<file path="config.mk">
export PLATFORM = sky130hd
export DESIGN_NAME = regfile_write_arbiter
export DESIGN_NICKNAME = d
export VERILOG_FILES = /design/src/rtl/regfile_pkg.sv /design/src/rtl/regfile_write_arbiter_rr_pick.sv /design/src/rtl/regfile_write_arbiter.sv
export SDC_FILE = /design/constraint.sdc
export NUM_CORES = 1
export LEC_CHECK = 0
export ABC_AREA = 1
export CAP_MARGIN = 25
export CORE_MARGIN = 10
export CORE_UTILIZATION = 35
export CTS_CLUSTER_DIAMETER = 100
export DETAILED_ROUTE_END_ITERATION = 7
export GPL_ROUTABILITY_DRIVEN = 1
export PLACE_DENSITY_LB_ADDON = 0.2
export SLEW_MARGIN = 20
export SYNTH_ARGS = -nofsm -noshare
export SYNTH_HDL_FRONTEND = slang
export SYNTH_SLANG_ARGS = --single-unit
</file>
<file path="constraint.sdc">
create_clock -name clk -period 5.5 [get_ports clk]
set_clock_uncertainty 0.2 [all_clocks]
set_input_delay 1.1 -clock clk [delete_from_list [all_inputs] [get_ports clk]]
set_output_delay 1.1 -clock clk [all_outputs]
set_load 0.02 [all_outputs]
</file>
<file path="src/rtl/regfile_pkg.sv">
// Shared types and constants for the register-file write arbiter.
// Optional lock feature is enabled with REGFILE_ARB_LOCK_EN.
package regfile_pkg;

    localparam int NREGS     = 12;
    localparam int AW        = 4;
    localparam int DW        = 8;
    localparam int ERR_CNT_W = 8;
    localparam int LOCK_MAX  = 4;

    typedef enum logic {
        IDLE  = 1'b0,
        ISSUE = 1'b1
    } state_t;

    function automatic logic [ERR_CNT_W-1:0] sat_inc(input logic [ERR_CNT_W-1:0] v);
        return (&v) ? v : v + 1'b1;
    endfunction

endpackage

</file>
<file path="src/rtl/regfile_write_arbiter_rr_pick.sv">
// Combinational round-robin picker: first set bit of req searching upward
// from last_grant+1, wrapping modulo NREQ; last_grant itself has lowest priority.
module rr_pick #(
    parameter int NREQ = 4,
    parameter int IW   = (NREQ > 1) ? $clog2(NREQ) : 1
) (
    input  logic [NREQ-1:0] req,
    input  logic [IW-1:0]   last_grant,
    output logic            found,
    output logic [IW-1:0]   winner
);

    logic [IW-1:0] idx;

    // Walk from the farthest offset to the nearest so the nearest hit wins.
    always_comb begin
        // NOTE: every variable written here gets a default first, so no latch is inferred.
        found  = 1'b0;
        winner = '0;
        idx    = '0;
        for (int off = NREQ; off >= 1; off--) begin
            idx = IW'((int'(last_grant) + off) % NREQ);
            if (req[idx]) begin
                found  = 1'b1;
                winner = idx;
            end
        end
    end

endmodule

</file>
<file path="src/rtl/regfile_write_arbiter.sv">
// Round-robin arbiter sharing the register-file write port among NREQ requesters.
// Define REGFILE_ARB_LOCK_EN to add the LOCK input (bounded grant locking).
module regfile_write_arbiter #(
    parameter int NREQ  = 4,
    parameter int AW    = regfile_pkg::AW,
    parameter int DW    = regfile_pkg::DW,
    parameter int NREGS = regfile_pkg::NREGS
) (
    input  logic                              clk,
    input  logic                              rst,
    input  logic [NREQ-1:0]                   REQ,
    input  logic [NREQ*AW-1:0]                ADDR,
    input  logic [NREQ*DW-1:0]                DATA,
`ifdef REGFILE_ARB_LOCK_EN
    input  logic [NREQ-1:0]                   LOCK,
`endif
    output logic [NREQ-1:0]                   ACK,
    output logic                              ERR,
    output logic                              WR,
    output logic [AW-1:0]                     SEL,
    output logic [DW-1:0]                     DOUT,
    output logic                              BUSY,
    output logic [regfile_pkg::ERR_CNT_W-1:0] ERR_CNT
);

    import regfile_pkg::*;

    localparam int IW = (NREQ > 1) ? $clog2(NREQ) : 1;

    state_t                 state_q, state_d;
    logic [IW-1:0]          last_grant_q, last_grant_d;
    logic                   wr_q, wr_d;
    logic [AW-1:0]          sel_q, sel_d;
    logic [DW-1:0]          dout_q, dout_d;
    logic [NREQ-1:0]        ack_q, ack_d;
    logic                   err_q, err_d;
    logic [ERR_CNT_W-1:0]   err_cnt_q, err_cnt_d;

    logic [NREQ-1:0]        eligible;
    logic                   rr_found;
    logic [IW-1:0]          rr_winner;
    logic                   grant;
    logic [IW-1:0]          gnt_idx;
    logic [AW-1:0]          gnt_addr;

    // The requester in its ACK cycle is still holding REQ at the closing edge.
    assign eligible = REQ & ~ack_q;

    rr_pick #(
        .NREQ (NREQ),
        .IW   (IW)
    ) u_rr_pick (
        .req        (eligible),
        .last_grant (last_grant_q),
        .found      (rr_found),
        .winner     (rr_winner)
    );

`ifdef REGFILE_ARB_LOCK_EN
    logic [2:0] run_q, run_d;
    logic       keep;

    // A locked winner keeps the port, bypassing masking, for at most LOCK_MAX grants.
    assign keep = (state_q == ISSUE) && LOCK[last_grant_q] && REQ[last_grant_q]
                  && (int'(run_q) < LOCK_MAX);
`endif

    always_comb begin
        grant   = rr_found;
        gnt_idx = rr_winner;
`ifdef REGFILE_ARB_LOCK_EN
        run_d = run_q;
        if (keep) begin
            grant   = 1'b1;
            gnt_idx = last_grant_q;
            run_d   = run_q + 3'd1;
        end else if (rr_found) begin
            run_d = 3'd1;
        end
`endif
        gnt_addr = ADDR[int'(gnt_idx)*AW +: AW];

        state_d      = IDLE;
        last_grant_d = last_grant_q;
        wr_d         = 1'b0;
        sel_d        = '0;
        dout_d       = '0;
        ack_d        = '0;
        err_d        = 1'b0;
        err_cnt_d    = err_cnt_q;

        if (grant) begin
            state_d          = ISSUE;
            last_grant_d     = gnt_idx;
            ack_d[gnt_idx]   = 1'b1;
            sel_d            = gnt_addr;
            dout_d           = DATA[int'(gnt_idx)*DW +: DW];
            // Out-of-range targets are acknowledged with ERR and never strobed.
            if (int'(gnt_addr) < NREGS) begin
                wr_d = 1'b1;
            end else begin
                err_d     = 1'b1;
                err_cnt_d = sat_inc(err_cnt_q);
            end
        end
    end

    always_ff @(posedge clk or posedge rst) begin
        if (rst) begin
            state_q      <= IDLE;
            last_grant_q <= IW'(NREQ - 1);
            wr_q         <= 1'b0;
            sel_q        <= '0;
            dout_q       <= '0;
            ack_q        <= '0;
            err_q        <= 1'b0;
            err_cnt_q    <= '0;
`ifdef REGFILE_ARB_LOCK_EN
            run_q        <= '0;
`endif
        end else begin
            // NOTE: non-blocking assignments so every flop samples pre-edge values.
            state_q      <= state_d;
            last_grant_q <= last_grant_d;
            wr_q         <= wr_d;
            sel_q        <= sel_d;
            dout_q       <= dout_d;
            ack_q        <= ack_d;
            err_q        <= err_d;
            err_cnt_q    <= err_cnt_d;
`ifdef REGFILE_ARB_LOCK_EN
            run_q        <= run_d;
`endif
        end
    end

    assign ACK     = ack_q;
    assign ERR     = err_q;
    assign WR      = wr_q;
    assign SEL     = sel_q;
    assign DOUT    = dout_q;
    assign BUSY    = (state_q == ISSUE);
    assign ERR_CNT = err_cnt_q;

endmodule

</file>
==> summary.md <==
| Metric | Value |
|---|---|
| Final Core Density | 0.5619 |
| GRT Total Usage | 0.1319 |
| Synth Register Bits | 29 |
| DRT Pass-1 Iters | 4 |
| Placed Area | 2520 um2 |
| First-pass GRT wire length | 8.211 mm |
| Final Hold Violating Endpoints | 0 |
| Status | finished, final reports clean |
| Htree depth | 2 |
| Hold Path Depth | 2 |
| Syn_area_per_cell | around 8.2 um2 |
| Final setup vio count | 0 |
| Setup TNS | 0 ns |
| R2R cell count | 15 |
| Largest net degree at the start of global routing | 30 |
| Synth area leaders | dfrtp_1 (40%), nand2_1 (13%), nand3_1 (7.7%) |
| Hold_ws | 0.3273 ns |
| Final #Nets | 341 |
| Mapped Cells | roughly 200 |
| Clock buffer depth | 2 |
| Final worst-path setup slack | 2.191 ns |
| CTS Buf Count | 5 |
| Dominant combinational cell family by area after synthesis | simple AND/OR/NAND/NOR gates |
| Met3 wire len | 691 um |
| Initial Util | 0.3611 |
| Slowest CP cell | clkdlybuf4s50_1 |
| Hold_buf cts | 0 |
| Post-Synth Adder-Cell Area | 0.007386 |
| Most used cell, CP | nand2_1 |
| Clk sinks | 29 |
| FILL cells | roughly 420 |
| Num rows | 25 |
| Post-Synth XOR/XNOR Area | 0.03545 |
| DR vias/cell | roughly 4.9 |
| RSZ-0062 raised after global routing | no |
| Design area | 2636 um2 |
| Die Y | 89.57 um |
| CP Data Required Time | 5.53 ns |
| Gpl congestion | 0.8176 |
| DR vias | 1659 |
| DRT antenna net count | 0 |
| N_diodes | 0 |
| Sequential-to-total area share from yosys stat | 0.4298 |
| Post-CTS sizing | 0 |
| VDD IR max | 0.3489 mV |
| Max-slew violations | 0 |
| Minimum clock period after layout | 3.309 ns |
| Routed met1 length | roughly 2.1 mm |
| Sequential cell area | 728.2 um2 |
| Max cap viols | 0 |
| Met2 wire length | 2.275 mm |
| Inst Count DP | 333 |
| Critical Path AT | about 3.3 ns |
| Power Total | 2.012 mW |
| Routed len/inst | 14.90 um |
| Worst-margin pin slew | 0.5992 ns |
| Worst skew pair latency | 0.28 ns |
| PwrDens | 763.2 nW/um2 |
| Compound-Gate Fraction of Synth Area | 0.07607 |
| Yosys warnings | 0 |
| Worst hold path class | reg2reg |
| Vias in the first global route | approximately 1800 |
| Pre-CTS setup slack | 1.880 ns |
| Area of the multi-input gates | 834.6 um2 |
| Critical Path Fanout Max | 15 |
| P&R area growth vs syn | 55.61% |
| Static leakage | 1.180 nW |
| Initial antenna violation count | 0 |
| Period utilization | 0.6016 |
| Slew HR | 0.5999 |
| Io pins | 81 |
| Syn nets | 261 |
| # DRC | 0 |
| Iteration-0 DRC Markers | 65 |
| Die Area | 8023 um2 |
| Routed Wire Length | 5.080 mm |
| Maximum clock rate | just over 300 MHz |
| Core ar. | approximately 4700 um2 |
| CTS root buf | clkbuf_8 |
| Max Used Layer | met4 |
| Clock tree from TritonCTS | built |
| Synth unique cells | 30 |
| Share of Yosys cell area claimed by the top area cell type | 0.3988 |
| Multiplexer share of the synthesized area | 0 |
| Ratio of cells with drive above 1 in the final layout | 0.1289 |
| Port buffer count | 80 |
| CP endpoint kind | flop |
| Non-Filler Instances | approximately 340 |
| Post-CTS setup buffers | 0 |
| DP Wirelength | 3.964 mm |
| Die Wd | 89.57 um |
| Worst-path clk slew | 0.07 ns |
| Nature of the critical path startpoint | input port |
| Post-synth top area cell | dfrtp_1 |
| Area of the mapped netlist | 1694 um2 |
| Crit-path cells | clkdlybuf4s50_1 -> nand3_1 -> nand2_1 -> nand2_1 -> nand2_1 -> nand4_1 -> nand2_2 -> inv_2 -> nor2_2 -> nand2_1 -> nand2_1 -> nor2_4 -> nand3_4 -> nand2_1 -> nand2_1 |
| Setup CP Type | in2reg |
| Largest stage delay, worst path | 0.48 ns |
| Post-synthesis simple-gate area fraction | 0.3737 |
| Congestion Overflow GR | 0 |
==> cell usage in the layout, fill, tap and decap left out, types with 5 or more instances in the layout <==
master / count
a22oi_1: 5
a31oi_1: 6
a41oi_1: 5
clkbuf_8: 6
clkdlybuf4s50_1: 80
dfrtp_1: 27
inv_1: 14
inv_2: 6
nand2_1: 60
nand2_2: 8
nand3_1: 26
nand4_1: 8
nor2_1: 6
==> worst max-delay path: cells and delay by family <==
| family | cells | cell delay (ns) |
|---|---|---|
| AND/OR/NAND/NOR | 13 | 1.59 |
| buffers and inverters | 2 | 0.63 |
==> where the power goes <==
part           switching (mW)  internal [mW]
Clock                  0.0812          0.147
Sequential             0.0571          0.328
Combinational           0.889          0.509
Total                    1.03          0.984
==> kinds of logic (layout without fill, tap and decap cells) <==
logic type | after synthesis | count (layout)
AND/OR/NAND/NOR | 123 | 123
flip-flops | 29 | 29
buffers and inverters | 29 | 110
AO/OA/AOI/OAI | 18 | 18
XOR/XNOR | 6 | 6
adder cells (fa/ha/maj) | 1 | 1
==> layout make-up <==
class	count	area share
inverters	21	0.03085
well taps	54	0.02563
multi-input cells	148	0.3166
flip-flops and latches	29	0.2762
clock inverters	1	0.01139
clock buffers	7	0.03275
repair buffers	81	0.3066
==> flip-flops by register name, summed over array words and instances (netlist names) <==
signal	count
ERR	1
BUSY	1
last_grant_q	2
WR	1
DOUT	8
ERR_CNT	8
SEL	4
ACK	4
==> metal layers <==
metal,track usage,vias up
met3,0.09206,4
li1,-,845
met5,0,-
met2,0.2018,65
met1,0.1466,745
met4,0.03035,0
==> cells in the mapped netlist <==
cell and instances:
dfstp_2 2, inv_2 5, nor3_2 2, clkbuf_1 2, nor2_8 1, xnor2_2 1
o21ai_0 2, nand2_2 8, nand2_4 3, nand3b_1 3, nor2_4 1, nand3_1 26
inv_1 15, nor2_1 6, xor2_1 2, nand4_1 8, nor3b_1 1, nand2_1 60
xnor2_1 3, nand3_2 1, inv_4 1, a22oi_1 5, buf_6 2, nor2_2 2
ha_1 1, nand3_4 1, a31oi_1 6, a41oi_1 5, dfrtp_1 27, buf_2 4
==> final timing paths <==
kind / start / endpoint / slack [ns]
worst max-delay path: REQ[2] / ERR_CNT[4]$_DFFE_PP0P_ / 2.19
worst min-delay path: ERR_CNT[1]$_DFFE_PP0P_ / ERR_CNT[1]$_DFFE_PP0P_ / 0.33
worst max register to register: last_grant_q[0]$_DFFE_PP1P_ / ERR_CNT[4]$_DFFE_PP0P_ / 2.79
worst min register to register: ERR_CNT[1]$_DFFE_PP0P_ / ERR_CNT[1]$_DFFE_PP0P_ / 0.33
max in group asynchronous: rst / ACK[2]$_DFF_PP0_ / 3.70
min in group asynchronous: rst / DOUT[3]$_DFF_PP0_ / 1.01
No activity file was read; power rests on OpenSTA's default activity.
==> RTL edit 1 (config.mk and constraints unchanged) <==
Set the package constant `DW` to 12 (it was 8).
--- a/src/rtl/regfile_pkg.sv
+++ b/src/rtl/regfile_pkg.sv
@@ -4,7 +4,7 @@
 
     localparam int NREGS     = 12;
     localparam int AW        = 4;
-    localparam int DW        = 8;
+    localparam int DW        = 12;
     localparam int ERR_CNT_W = 8;
     localparam int LOCK_MAX  = 4;
 
Interface: changed (resized DATA and DOUT); port bits go from 81 to 101. No check against the original RTL was run, so the function may have changed too.
==> RTL edit 1 against the unedited design <==
Worst setup slack worse by 0.42 ns. Power up 15%. Highest routed layer unchanged. Utilization up 0.61 points. Area after synthesis up 15%. Critical endpoint is now ERR_CNT[2]$_DFFE_PP0P_. Count of clock-buffer cells in the layout unchanged. Combinational power up 18%. Sequential power up 13%. Sequential cell count up 4. Register-to-register slack worse by 0.43 ns. Final area up 17%. Wire length up 19%.
==> RTL edit 1: results (changes against the unedited design) <==
Run status
  • Status: complete, no violations (unchanged)

Clocking
  • CTS sink count: 33 (was 29)
  • Root buffer cell: clkbuf_8 (unchanged)
  • Post-CTS sizing: 0 (unchanged)

Power
  • Maximum VDD drop: 0.0003408 V (was 0.0003489 V)
  • Sw Share: 51.10% (was 51.07%)

Synthesis
  • Post-synth top cells: nand2_1 (55), dfrtp_1 (31), nand3_1 (27) (was nand2_1 (60), dfrtp_1 (27), nand3_1 (26))
  • Post-synthesis sequential area ratio: 42.49% (was 42.98%)
  • YS warnings: 0 (unchanged)
  • Cell variety after synth: 32 (was 30)
  • Main synth FF type: dfrtp_1 (unchanged)
  • Yosys top cell area share: 39.79% (was 39.88%)
  • Post-Syn Area per Cell: 8.703 um2 (was 8.224 um2)
  • Dominant cells by area after synthesis: dfrtp_1 (40%), nand2_1 (11%), nand3_1 (6.9%) (was dfrtp_1 (40%), nand2_1 (13%), nand3_1 (7.7%))
  • Syn Nets: 295 (was 261)

Routing
  • Vias: 1946 (was 1659)
  • Starting DRT DRC Count: 90 (was 65)
  • Met3 routed WL: 806 um (was 691 um)
  • WL/cell: 15.25 um (was 14.90 um)
  • DR WL met2: 2.904 mm (was 2.275 mm)
  • Metal-1 WL: 2.190 mm (was 2.088 mm)

Layout
  • Buffer share of cell area: 32.89% (was 30.66%)
  • Fin area: 3089 um2 (was 2636 um2)
  • Count of non-CTS inverters in the layout: 23 (was 21)
  • Multi-In Gates: 157 (was 148)
  • Multi-input combinational area share: 30.74% (was 31.66%)
  • Fillers: 512 (was 423)
  • Diodes inserted: 0 (unchanged)
  • Layout cells sized above 1: 12.69% (was 12.89%)
  • Finished Layout Cells: 395 (was 341)
  • Clk cell area share: 3.767% (was 4.414%)
  • Seq area share: 26.81% (was 27.62%)
  • Bufs w/o clock: 102 (was 81)

Global routing
  • GRT met1 Usage: 13.62% (was 14.66%)
  • Met3 usage in global routing: 8.247% (was 9.206%)
  • First-pass GRT wire length: 9.660 mm (was 8.211 mm)
  • Global routing usage on met2: 22.77% (was 20.18%)
  • GRT Resource Usage Total: 13.58% (was 13.19%)
  • Largest net degree at the start of global routing: 34 (was 30)
  • Vias in the first global route: 2114 (was 1757)

Timing
  • Worst Tran Pin Value: 0.8335 ns (was 0.5992 ns)

Critical path
  • Max stage delay on crit path: 0.71 ns (was 0.48 ns)
  • Cell at the slowest stage of the critical path: nor2_2 (was clkdlybuf4s50_1)
  • CP Data Arrival Time: 3.75 ns (was 3.34 ns)
  • Crit path max fanout: 20 (was 15)

Floorplanning
  • Die Wd: 94.63 um (was 89.57 um)

Place
  • Post-Place Worst Slack: 1.448 ns (was 1.880 ns)
  • # port buffers: 100 (was 80)
  • Placed inst area: 2973 um2 (was 2520 um2)
  • Post-DP HPWL: 4.824 mm (was 3.964 mm)
  • Placed Cells: 387 (was 333)
  • Placer congestion estimate: 0.8723 (was 0.8176)
RTL edit 1: changes by cell type after synthesis, sizes merged, moves of 3 or more:
| cell | unedited run | this run |
|---|---|---|
| nor2 | 10 | 7 |
| dfrtp | 27 | 31 |
| a22oi | 5 | 14 |
| buf | 6 | 10 |
| nand2 | 71 | 65 |
| a41oi | 5 | 0 |
| a31oi | 6 | 15 |
RTL edit 1: kinds of logic (layout without fill, tap and decap cells):
| group | Yosys count | after routing | synth area share [%] |
|---|---|---|---|
| AND/OR/NAND/NOR | 117 | 117 | 31.84 |
| buffers and inverters | 34 | 133 | 9.050 |
| flip-flops | 33 | 33 | 42.49 |
| AO/OA/AOI/OAI | 32 | 32 | 12.45 |
| XOR/XNOR | 7 | 7 | 3.530 |
| adder cells (fa/ha/maj) | 1 | 1 | 0.6417 |
RTL edit 1: worst paths after layout:
kind | start | to | slack (ns) | depth (start not counted)
max | REQ[2] | ERR_CNT[2]$_DFFE_PP0P_ | 1.77 | 15
max in group asynchronous | rst | last_grant_q[1]$_DFFE_PP1P_ | 3.76 | 3
min | ERR_CNT[4]$_DFFE_PP0P_ | ERR_CNT[4]$_DFFE_PP0P_ | 0.32 | 2
min reg2reg | ERR_CNT[4]$_DFFE_PP0P_ | ERR_CNT[4]$_DFFE_PP0P_ | 0.32 | 2
min in group asynchronous | rst | SEL[3]$_DFF_PP0_ | 1.01 | 3
max reg2reg | last_grant_q[0]$_DFFE_PP1P_ | ERR_CNT[2]$_DFFE_PP0P_ | 2.36 | 14
RTL edit 1: power groups by stage:
stage	sequential [W]	clock, W	combinational (W)
2_1_floorplan	0.000534	0	0.00122
3_3_place_gp	0.000438	0	0.00164
3_5_place_dp	0.000440	0	0.00167
4_1_cts	0.000437	0.000241	0.00168
5_1_grt	0.000447	0.000253	0.00184
6_report	0.000436	0.000234	0.00165
==> RTL edit 2 (same flow settings) <==
Made on the original files. Remove the register `err_q`: a continuous assignment takes its place, so the output `ERR` follows one clock earlier.
--- a/src/rtl/regfile_write_arbiter.sv
+++ b/src/rtl/regfile_write_arbiter.sv
@@ -113,7 +113,6 @@
             sel_q        <= '0;
             dout_q       <= '0;
             ack_q        <= '0;
-            err_q        <= 1'b0;
             err_cnt_q    <= '0;
 `ifdef REGFILE_ARB_LOCK_EN
             run_q        <= '0;
@@ -126,13 +125,14 @@
             sel_q        <= sel_d;
             dout_q       <= dout_d;
             ack_q        <= ack_d;
-            err_q        <= err_d;
             err_cnt_q    <= err_cnt_d;
 `ifdef REGFILE_ARB_LOCK_EN
             run_q        <= run_d;
 `endif
         end
     end
+
+    assign err_q = err_d;
 
     assign ACK     = ack_q;
     assign ERR     = err_q;
Check against the original RTL: not equivalent (Yosys sat finds a counterexample within 4 cycles, from zero or initial values and one cycle with rst high).
==> RTL edit 2 against the unedited design <==
Area after synthesis is 1.5% lower. Worst setup slack worse by 1.8 ns. Sequential cell count is 1 lower. Final area is 1.2% lower. Sequential power is 4% lower. Power is 0.36% lower. Wire length is 1.0% higher. Count of clock-buffer cells in the layout is 4 lower.
==> RTL edit 2: results (changes against the unedited design) <==
Run status
  • Status: complete, no violations (unchanged)

Synthesis
  • Post-synth top cells: nand2_1 (60), dfrtp_1 (26), nand3_1 (26) (was nand2_1 (60), dfrtp_1 (27), nand3_1 (26))
  • Most common cell in the netlist: nand2_1 (unchanged)
  • Complex-gate fraction of the synthesized area: 7.721% (was 7.607%)
  • YS warnings: 0 (unchanged)
  • Post-Synth XOR/XNOR Area: 3.598% (was 3.545%)
  • Post-synthesis mux area share: 0% (unchanged)
  • Syn Nets: 260 (was 261)
  • Cell variety after synth: 30 (unchanged)
  • Main synth FF type: dfrtp_1 (unchanged)
  • Dominant cells by area after synthesis: dfrtp_1 (39%), nand2_1 (13%), nand3_1 (7.8%) (was dfrtp_1 (40%), nand2_1 (13%), nand3_1 (7.7%))
  • Post-synthesis sequential area ratio: 42.13% (was 42.98%)
  • Adder-Cell Fraction of Synth Area: 0.7496% (was 0.7386%)
  • Async set-or-reset flop fraction in the synthesized netlist: 100.0% (unchanged)

Clocking
  • Worst skew pair latency: 0.28 ns (about the same)
  • Clk slew on worst S/H paths: 0.10 ns (was 0.07 ns)
  • Post-CTS sizing: 0 (unchanged)
  • CTS Buf Count: 3 (was 5)
  • Setup bufs post-CTS: 0 (unchanged)
  • Root buffer cell: clkbuf_8 (unchanged)
  • H-tree level count: 1 (was 2)
  • Clock buffer depth: 2 (unchanged)

Timing
  • Slew headroom: 68.38% (was 59.99%)

Critical path
  • CP Data Arrival Time: 3.81 ns (was 3.34 ns)
  • Crit path max fanout: 15 (unchanged)

Global routing
  • Initial antenna violation count: 0 (unchanged)
  • Vias in the first global route: 1768 (was 1757)
  • Largest net degree at the start of global routing: 20 (was 30)
  • First-pass GRT wire length: 8.397 mm (was 8.211 mm)
  • GRT Resource Usage Total: 13.53% (was 13.19%)

Place
  • Placer congestion estimate: 0.8173 (was 0.8176)
  • # port buffers: 80 (unchanged)
  • Post-DP HPWL: 4.130 mm (was 3.964 mm)
  • Placed inst area: 2532 um2 (was 2520 um2)

Routing
  • Vias: 1653 (was 1659)
  • Starting DRT DRC Count: 79 (was 65)
  • WL/cell: 15.14 um (was 14.90 um)
  • Drt first pass iters: 5 (was 4)

Layout
  • Diodes inserted: 0 (unchanged)
  • Fin nets: 341 (unchanged)
  • Layout cells sized above 1: 12.63% (was 12.89%)
  • Fillers: 419 (was 423)

Power
  • Maximum VDD drop: 0.0003629 V (was 0.0003489 V)
  • Lkg Pwr: 1.165 nW (was 1.180 nW)

Min path
  • Hold Crit Class: reg2reg (unchanged)
## RTL edit 2: cell families after synthesis
group,Yosys count
AOI/OAI and AO/OA,18
xor gates and xnor gates,6
adders and majority gates,1
buffers and inverters,29
DFF,28
and+or+nand+nor,123
## RTL edit 2: final timing paths
path	from	to	slack, ns	cells past startpoint
setup / recovery	REQ[0]	ERR	0.39	14
hold / removal	last_grant_q[1]$_DFFE_PP1P_	last_grant_q[1]$_DFFE_PP1P_	0.34	2
setup reg to reg	last_grant_q[0]$_DFFE_PP1P_	ERR_CNT[6]$_DFFE_PP0P_	2.74	13
hold reg to reg	last_grant_q[1]$_DFFE_PP1P_	last_grant_q[1]$_DFFE_PP1P_	0.34	2
max in group asynchronous	rst	ACK[0]$_DFF_PP0_	3.88	4
min in group asynchronous	rst	ERR_CNT[1]$_DFFE_PP0P_	0.92	3
## RTL edit 2: power by group
part           total, W  internal, W  leakage (nW)  switching (W)
clock          0.000167    0.0000976        0.0357      0.0000689
combinational   0.00147     0.000543         0.781       0.000923
sequential     0.000372     0.000316         0.349      0.0000562
total           0.00200     0.000956          1.17        0.00105
## RTL edit 2: per-stage QoR
| step | power, W | utilization (%) | instances | worst slack [ns] |
|---|---|---|---|---|
| finish | 0.002005 | 55.87 | 339 | 0.3897 |
| global route | 0.002214 | 55.87 | 339 | 0.1026 |
| CTS | 0.002038 | 55.87 | 339 | 0.3708 |
| detailed placement | 0.001867 | 54.34 | 335 | 0.3788 |
| global placement | 0.001834 | 53.69 | 333 | 0.4391 |
| floorplan | 0.001461 | - | 205 | 1.727 |
## RTL edit 2: metal layers
layer / up-vias / GRT usage (%) / share of wire (%) / routed length (um)
met3: 5 / 6.837 / 11 / 568
met2: 65 / 21.88 / 47 / 2421
met4: 0 / 3.757 / 0.99 / 51
met1: 743 / 15.42 / 41 / 2091
met5: - / 0 / 0 / 0
li1: 840 / - / - / -
## RTL edit 2: critical path, cell delays in order
cell	delay (ns)
clkdlybuf4s50_1	0.48
nand3_1	0.08
nand2_1	0.16
nand2_1	0.10
nand4_1	0.12
nand2_2	0.11
inv_2	0.25
nor2_2	0.17
nand2_1	0.09
nand2_1	0.08
nor2_4	0.27
inv_2	0.07
nor3_2	0.10
clkdlybuf4s50_1	0.62
## RTL edit 2: cell type report
class	count	share of cell area, %
clock buffers	3	1.586
clock inverters	1	1.153
inverters	21	3.123
multi-input cells	148	32.05
flip-flops and latches	28	27.01
well taps	54	2.595
repair buffers	84	32.48
